**src/rtl/label_stat_reader_pkg.sv**
```systemverilog
// Shared geometry, label constants, FSM states and the per-label record layout
// used by the label statistics reader.
package label_stat_reader_pkg;

    localparam int unsigned IMG_W      = 32;
    localparam int unsigned IMG_H      = 32;
    localparam int unsigned LABEL_W    = 4;
    localparam int unsigned ADDR_W     = 10;
    localparam int unsigned X_W        = $clog2(IMG_W);
    localparam int unsigned Y_W        = $clog2(IMG_H);
    localparam int unsigned AREA_W     = ADDR_W + 1;
    localparam int unsigned NUM_LABELS = 2 ** LABEL_W;
    localparam int unsigned NUM_PIX    = IMG_W * IMG_H;

    localparam logic [LABEL_W-1:0] BG_LABEL   = '0;
    localparam logic [LABEL_W-1:0] LAST_LABEL = '1;

    // Bounding-box seeds: any real pixel shrinks min / grows max
    localparam logic [X_W-1:0] XMIN_RST = X_W'(IMG_W - 1);
    localparam logic [X_W-1:0] XMAX_RST = '0;
    localparam logic [Y_W-1:0] YMIN_RST = Y_W'(IMG_H - 1);
    localparam logic [Y_W-1:0] YMAX_RST = '0;

    typedef enum logic [2:0] {
        IDLE,
        SCAN,
        DRAIN,
        REPORT,
        DONE
    } state_t;

    typedef struct packed {
        logic [LABEL_W-1:0] label;
        logic [AREA_W-1:0]  area;
        logic [X_W-1:0]     xmin;
        logic [X_W-1:0]     xmax;
        logic [Y_W-1:0]     ymin;
        logic [Y_W-1:0]     ymax;
    } stat_rec_t;

endpackage

```
**src/rtl/label_stat_acc.sv**
```systemverilog
// Per-label accumulator bank: pixel area and inclusive bounding box for every
// label, with synchronous clear, single-pixel update and combinational read.
module label_stat_acc
    import label_stat_reader_pkg::*;
(
    input  logic               clk,
    input  logic               reset_n,
    input  logic               clear,
    input  logic               upd,
    input  logic [LABEL_W-1:0] upd_label,
    input  logic [X_W-1:0]     upd_x,
    input  logic [Y_W-1:0]     upd_y,
    input  logic [LABEL_W-1:0] rd_idx,
    output stat_rec_t          rd_rec_c
);

    logic [AREA_W-1:0] area [NUM_LABELS];
    logic [X_W-1:0]    xmin [NUM_LABELS];
    logic [X_W-1:0]    xmax [NUM_LABELS];
    logic [Y_W-1:0]    ymin [NUM_LABELS];
    logic [Y_W-1:0]    ymax [NUM_LABELS];

    // Background entries are never written, so entry 0 stays at its seed
    always_ff @(posedge clk or negedge reset_n) begin
        if (!reset_n) begin
            for (int i = 0; i < NUM_LABELS; i++) begin
                area[i] <= '0;
                xmin[i] <= XMIN_RST;
                xmax[i] <= XMAX_RST;
                ymin[i] <= YMIN_RST;
                ymax[i] <= YMAX_RST;
            end
        end else if (clear) begin
            for (int i = 0; i < NUM_LABELS; i++) begin
                area[i] <= '0;
                xmin[i] <= XMIN_RST;
                xmax[i] <= XMAX_RST;
                ymin[i] <= YMIN_RST;
                ymax[i] <= YMAX_RST;
            end
        end else if (upd && upd_label != BG_LABEL) begin
            area[upd_label] <= area[upd_label] + AREA_W'(1);
            if (upd_x < xmin[upd_label]) xmin[upd_label] <= upd_x;
            if (upd_x > xmax[upd_label]) xmax[upd_label] <= upd_x;
            if (upd_y < ymin[upd_label]) ymin[upd_label] <= upd_y;
            if (upd_y > ymax[upd_label]) ymax[upd_label] <= upd_y;
        end
    end

    always_comb begin
        rd_rec_c       = '0;
        rd_rec_c.label = rd_idx;
        rd_rec_c.area  = area[rd_idx];
        rd_rec_c.xmin  = xmin[rd_idx];
        rd_rec_c.xmax  = xmax[rd_idx];
        rd_rec_c.ymin  = ymin[rd_idx];
        rd_rec_c.ymax  = ymax[rd_idx];
    end

endmodule

```
**src/rtl/label_stat_reader.sv**
```systemverilog
// Scans the 32x32 label SRAM once per start, then streams one area/bounding-box
// record per non-empty label in ascending label order over valid/ready.
module label_stat_reader
    import label_stat_reader_pkg::*;
(
    input  logic               clk,
    input  logic               reset_n,
    input  logic               start,
    output logic [ADDR_W-1:0]  sram_a,
    output logic               sram_wen,
    input  logic [7:0]         sram_q,
    output logic               busy,
    output logic               out_valid,
    input  logic               out_ready,
    output logic [LABEL_W-1:0] out_label,
    output logic [AREA_W-1:0]  out_area,
    output logic [X_W-1:0]     out_xmin,
    output logic [X_W-1:0]     out_xmax,
    output logic [Y_W-1:0]     out_ymin,
    output logic [Y_W-1:0]     out_ymax,
    output logic               done
);

    state_t             state, next_state;
    logic [LABEL_W-1:0] idx, idx_nxt;
    logic [ADDR_W-1:0]  sram_a_nxt;
    logic               out_valid_nxt, busy_nxt, done_nxt;
    stat_rec_t          out_rec, out_rec_nxt, rd_rec_c;
    logic               clear_c, advance_c, upd_c;
    logic               valid_d;
    logic [X_W-1:0]     x_d;
    logic [Y_W-1:0]     y_d;
    logic               unused_hi;

    assign sram_wen  = 1'b1;
    assign unused_hi = ^sram_q[7:LABEL_W];
    assign upd_c     = valid_d && (sram_q[LABEL_W-1:0] != BG_LABEL);
    // An index is finished when it is empty or its record has just been taken
    assign advance_c = (rd_rec_c.area == '0) || (out_valid && out_ready);

    label_stat_acc u_acc (
        .clk       (clk),
        .reset_n   (reset_n),
        .clear     (clear_c),
        .upd       (upd_c),
        .upd_label (sram_q[LABEL_W-1:0]),
        .upd_x     (x_d),
        .upd_y     (y_d),
        .rd_idx    (idx),
        .rd_rec_c  (rd_rec_c)
    );

    always_ff @(posedge clk or negedge reset_n) begin
        if (!reset_n) state <= IDLE;
        else          state <= next_state;
    end

    always_comb begin
        next_state = state;
        case (state)
            IDLE:    if (start) next_state = SCAN;
            SCAN:    if (sram_a == ADDR_W'(NUM_PIX - 1)) next_state = DRAIN;
            DRAIN:   next_state = REPORT;
            REPORT:  if (advance_c && idx == LAST_LABEL) next_state = DONE;
            DONE:    next_state = IDLE;
            default: next_state = IDLE;
        endcase
    end

    always_comb begin
        sram_a_nxt    = sram_a;
        idx_nxt       = idx;
        out_valid_nxt = out_valid;
        out_rec_nxt   = out_rec;
        clear_c       = 1'b0;
        case (state)
            IDLE: if (start) begin
                clear_c    = 1'b1;
                sram_a_nxt = '0;
            end
            SCAN:  sram_a_nxt = sram_a + ADDR_W'(1);
            DRAIN: idx_nxt    = LABEL_W'(1);
            REPORT: begin
                if (advance_c) begin
                    idx_nxt       = idx + LABEL_W'(1);
                    out_valid_nxt = 1'b0;
                end else if (!out_valid) begin
                    out_valid_nxt = 1'b1;
                    out_rec_nxt   = rd_rec_c;
                end
            end
            default: ;
        endcase
        busy_nxt = (next_state == SCAN) || (next_state == DRAIN) || (next_state == REPORT);
        done_nxt = (next_state == DONE);
    end

    // Output and datapath registers; the delayed {valid,x,y} lines up with sram_q
    always_ff @(posedge clk or negedge reset_n) begin
        if (!reset_n) begin
            sram_a    <= '0;
            idx       <= '0;
            out_valid <= 1'b0;
            out_rec   <= '0;
            busy      <= 1'b0;
            done      <= 1'b0;
            valid_d   <= 1'b0;
            x_d       <= '0;
            y_d       <= '0;
        end else begin
            sram_a    <= sram_a_nxt;
            idx       <= idx_nxt;
            out_valid <= out_valid_nxt;
            out_rec   <= out_rec_nxt;
            busy      <= busy_nxt;
            done      <= done_nxt;
            valid_d   <= (state == SCAN);
            x_d       <= sram_a[X_W-1:0];
            y_d       <= sram_a[ADDR_W-1:X_W];
        end
    end

    assign out_label = out_rec.label;
    assign out_area  = out_rec.area;
    assign out_xmin  = out_rec.xmin;
    assign out_xmax  = out_rec.xmax;
    assign out_ymin  = out_rec.ymin;
    assign out_ymax  = out_rec.ymax;

endmodule

```
**config.mk**
```make
export PLATFORM = sky130hd
export DESIGN_NAME = label_stat_reader
export DESIGN_NICKNAME = d
export VERILOG_FILES = /design/src/rtl/label_stat_reader_pkg.sv /design/src/rtl/label_stat_acc.sv /design/src/rtl/label_stat_reader.sv
export SDC_FILE = /design/constraint.sdc
export NUM_CORES = 1
export LEC_CHECK = 0
export BUFFER_PORTS_ARGS = -buffer_cell sky130_fd_sc_hd__buf_2
export CORE_ASPECT_RATIO = 1.25
export CORE_MARGIN = 3
export CORE_UTILIZATION = 35
export DETAILED_ROUTE_END_ITERATION = 10
export GPL_TIMING_DRIVEN = 0
export PLACE_DENSITY = 0.49
export SLEW_MARGIN = 20
export SYNTH_ARGS = -nofsm -noshare
export SYNTH_HDL_FRONTEND = slang
export SYNTH_SLANG_ARGS = --single-unit
```
**constraint.sdc**
```tcl
create_clock -name clk -period 3.4 [get_ports clk]
set_clock_uncertainty 0.1 [all_clocks]
set_input_delay 0.68 -clock clk [delete_from_list [all_inputs] [get_ports clk]]
set_output_delay 0.68 -clock clk [all_outputs]
set_load 0.01 [all_outputs]
```
==> flow_summary.toml <==
[place]
place_congestion = 0.886
dp.cells = 3597
hpwlAfterDp_um = 84800
io_buffers = 53

[power]
power.density_nw_per_um2 = 814
ir_worst_vdd_v = 0.000340
power_leakage_nw = 15.7

[synth]
dominantRegCellSynth = "dfrtp_1"
ys_warn_count = 0
postSynth.asyncResetShare = 1.00
ys_ff_latch = 562
synth_fp_nets = 2475
ys_types = 59
synth_area_leaders = "dfrtp_1 (34%), mux4_2 (20%), dfstp_2 (14%)"
synth-seq-area-share = 0.479
netlist.area_leader.share = 0.338
synth_top_area_cell = "dfrtp_1"
netlist_area_um2 = 29800
synth_edf_count = 0
synth.avg_cell_area_um2 = 12.2
syn_inst = 2442

[detailed_routing]
drcViolationCount = 0
via_count = 23200
dr.pass1.iters = 6
via_per_inst = 6.08
drt_iter0_drc = 2146
routedWlPerCell_um = 32.1
ant_nets = 0
routed_wl_um = 122000

[die]
die_h_um = 332
die-area_um2 = 88700
io_pins = 61
initial_core_util = 0.354
fp-row-count = 119
core_um2 = 84300
dieWidth_um = 267

[cts]
cts_max_level = 3
clk_pin_slew_ns = 0.06
cts_tree = "built"
cts_buffers = 68
cts_root_buf = "clkbuf_16"
clk_latency_ns = 0.64
cts.sink_count = 562
clk_path_buf_depth = 3

[finish]
seqCellArea_um2 = 14300
n_fill_cell = 7775
multiInputGateArea_um2 = 15800
stdcell_count = 3816
final_core_util = 0.440
syn_to_final_growth_pct = 24.4
finalNetCount = 2707
drive_gt1_frac = 0.364

[sta]
hold_viol = 0
fin_crit_ns = 3.88
setup_viol = 389
grt_setup_unrepaired = "yes"
clock.fmax_mhz = 258
slew_headroom = 0.253
tightest_slew_ns = 1.12
finalMaxSlewViolations = 0
worst_slack_ns = -0.483
fin_crit_sh = 1.14

[run_status]
status = "finished, violations left"
violations = "setup timing"

[critical_path]
critical_path_class = "input pin to flip-flop"
path_cells = "buf_2, clkbuf_4, clkbuf_4, clkbuf_8, clkbuf_4, mux4_2, inv_2, ha_4, a21o_1, a211o_1, a31oi_4, a21o_1, buf_6, buf_12, nand2_8, mux2i_2, nand2_1"
slowest_stage = "mux4_2"
timing.rr.start = "idx[0]$_DFFE_PN0P_"
reg2reg_slack_ns = -0.12
crit_top_cell = "clkbuf_4"
cp.required_ns = 3.82
reg2regPathDepth = 12
critPathMaxFanout = 10
cp-end-kind = "flip-flop"
worstPathArrival_ns = 4.31
critical_path.max_stage_delay_ns = 0.40
timing.rr.end = "out_area[5]$_DFFE_PN0P_"
critPathTopFamily = "buffers and inverters"
cp-start-kind = "input pin"
cp_num_buf_inv = 8

[grt]
grt_usage = 0.276
antenna_found_initial = 3
grt_pass1_vias = 24300
gr-total-overflow = 0
grt_max_degree = 99
grt_first_pass_wirelength_um = 175000

[hold_path]
hp-class = "flip-flop to flip-flop"
whs_path_depth = 1
holdPathEnd = "out_ymax[0]$_DFFE_PN0P_"
hp-start = "out_ymax[0]$_DFFE_PN0P_"

[flow_run]
cap_violations = 0
==> synthesized netlist by cell type (all sizes together) (16+ instances only) <==
cell    count
a21oi      75
a22o      121
a22oi      36
buf        67
clkbuf    144
dfrtp     402
dfstp     160
ha         21
inv        46
mux2       16
mux2i     167
mux4      262
nand2     372
nand3      63
nor2       63
nor2b      28
nor4       26
o211ai     64
o21a       24
o21ai     210
==> logic make-up after synthesis <==
kind of cell             share of synthesized area
buffers and inverters                       0.0376
XOR/XNOR                                   0.00294
flip-flops                                   0.479
adder cells (fa/ha/maj)                    0.00882
AO/OA/AOI/OAI                                0.122
other                                     0.000126
multiplexers                                 0.260
AND/OR/NAND/NOR                             0.0896
==> layout make-up <==
cell class              instances  area share
diodes                          1   0.0000675
plain buffers                 205      0.0441
clock buffers                 103      0.0541
clock inverters                19     0.00408
inverters                      47     0.00476
multi-input cells            1623       0.425
flip-flops and latches        562       0.385
well taps                    1089      0.0368
repair buffers                167      0.0461
==> report_power, final <==
group	internal [W]	switching, W
logic	0.00543	0.00710
clock network	0.00416	0.00307
registers	0.00895	0.00144
==> through the flow <==
stage | setup slack [ns] | setup TNS (ns) | hold slack, ns | power (W) | instance area [um^2]
final | -0.483 | -102.11 | 0.380 | 0.0302 | 37100
after CTS | -0.495 | -114.67 | 0.388 | 0.0294 | 36500
after global placement | -10.24 | -6161.53 | 0.370 | 0.0205 | 32000
after floorplan | -1.04 | -287.95 | 0.284 | 0.0168 | 30400
after global routing | -0.530 | -133.11 | 0.402 | 0.0314 | 37100
after detailed placement | -2.79 | -980.74 | 0.375 | 0.0208 | 32400
==> worst max-delay path by stage <==
stage / endpoint / cells past startpoint / start
floorplan: u_acc.xmax[0]$_DFFE_PN0P_ / 19 / sram_q[0]
global placement: u_acc.area[27]$_DFFE_PN0P_ / 1 / reset_n
detailed placement: u_acc.xmax[49]$_DFFE_PN0P_ / 14 / sram_q[2]
CTS: u_acc.xmax[26]$_DFFE_PN0P_ / 20 / sram_q[1]
global route: u_acc.ymin[33]$_DFFE_PN1P_ / 18 / sram_q[0]
finish: u_acc.ymin[33]$_DFFE_PN1P_ / 17 / sram_q[2]
==> sequential cells by signal, indices dropped and copies added (netlist names) <==
signal / cells
u_acc.ymin: 80
out_valid: 1
u_acc.ymax: 80
y_d: 5
u_acc.xmax: 80
u_acc.xmin: 80
u_acc.area: 176
out_ymin: 5
out_label: 4
done: 1
valid_d: 1
out_xmax: 5
out_xmin: 5
sram_a: 10
idx: 4
out_ymax: 5
busy: 1
x_d: 5
state: 3
out_area: 11
==> layout by cell type, fill, tap and decap left out, types with 27 or more instances in the layout <==
master and count:
a22o_1 121, dfrtp_1 401, buf_2 70, nor2b_1 27, o21ai_0 199, clkbuf_1 110, nand3_1 54, o211ai_1 64
clkbuf_16 79, buf_12 31, clkbuf_2 27, nand2_1 336, inv_1 36, dfstp_2 160, buf_4 61, mux4_2 262
mux2i_1 163, nor2_1 42, a22oi_1 35, a21oi_1 45
==> layer usage <==
metal  up-vias  global-route usage  part of all wire
li1       9637                   -                 -
met4         2               0.177             0.077
met1     12000               0.329              0.36
met5         -                   0          0.000090
met3       387              0.0539             0.073
met2      1150               0.456              0.49
==> timing repair <==
item | in CTS | in global routing
endpoints found under the setup margin | 513 | 471
setup buffers | 74 | 33
pin swaps | 50 | 59
resized for setup | 234 | 87
hold buffers | 1 | 0
hold endpoints to repair | 19 | 0
gates cloned | 6 | 3
No activity file was read; power rests on OpenSTA's default activity.
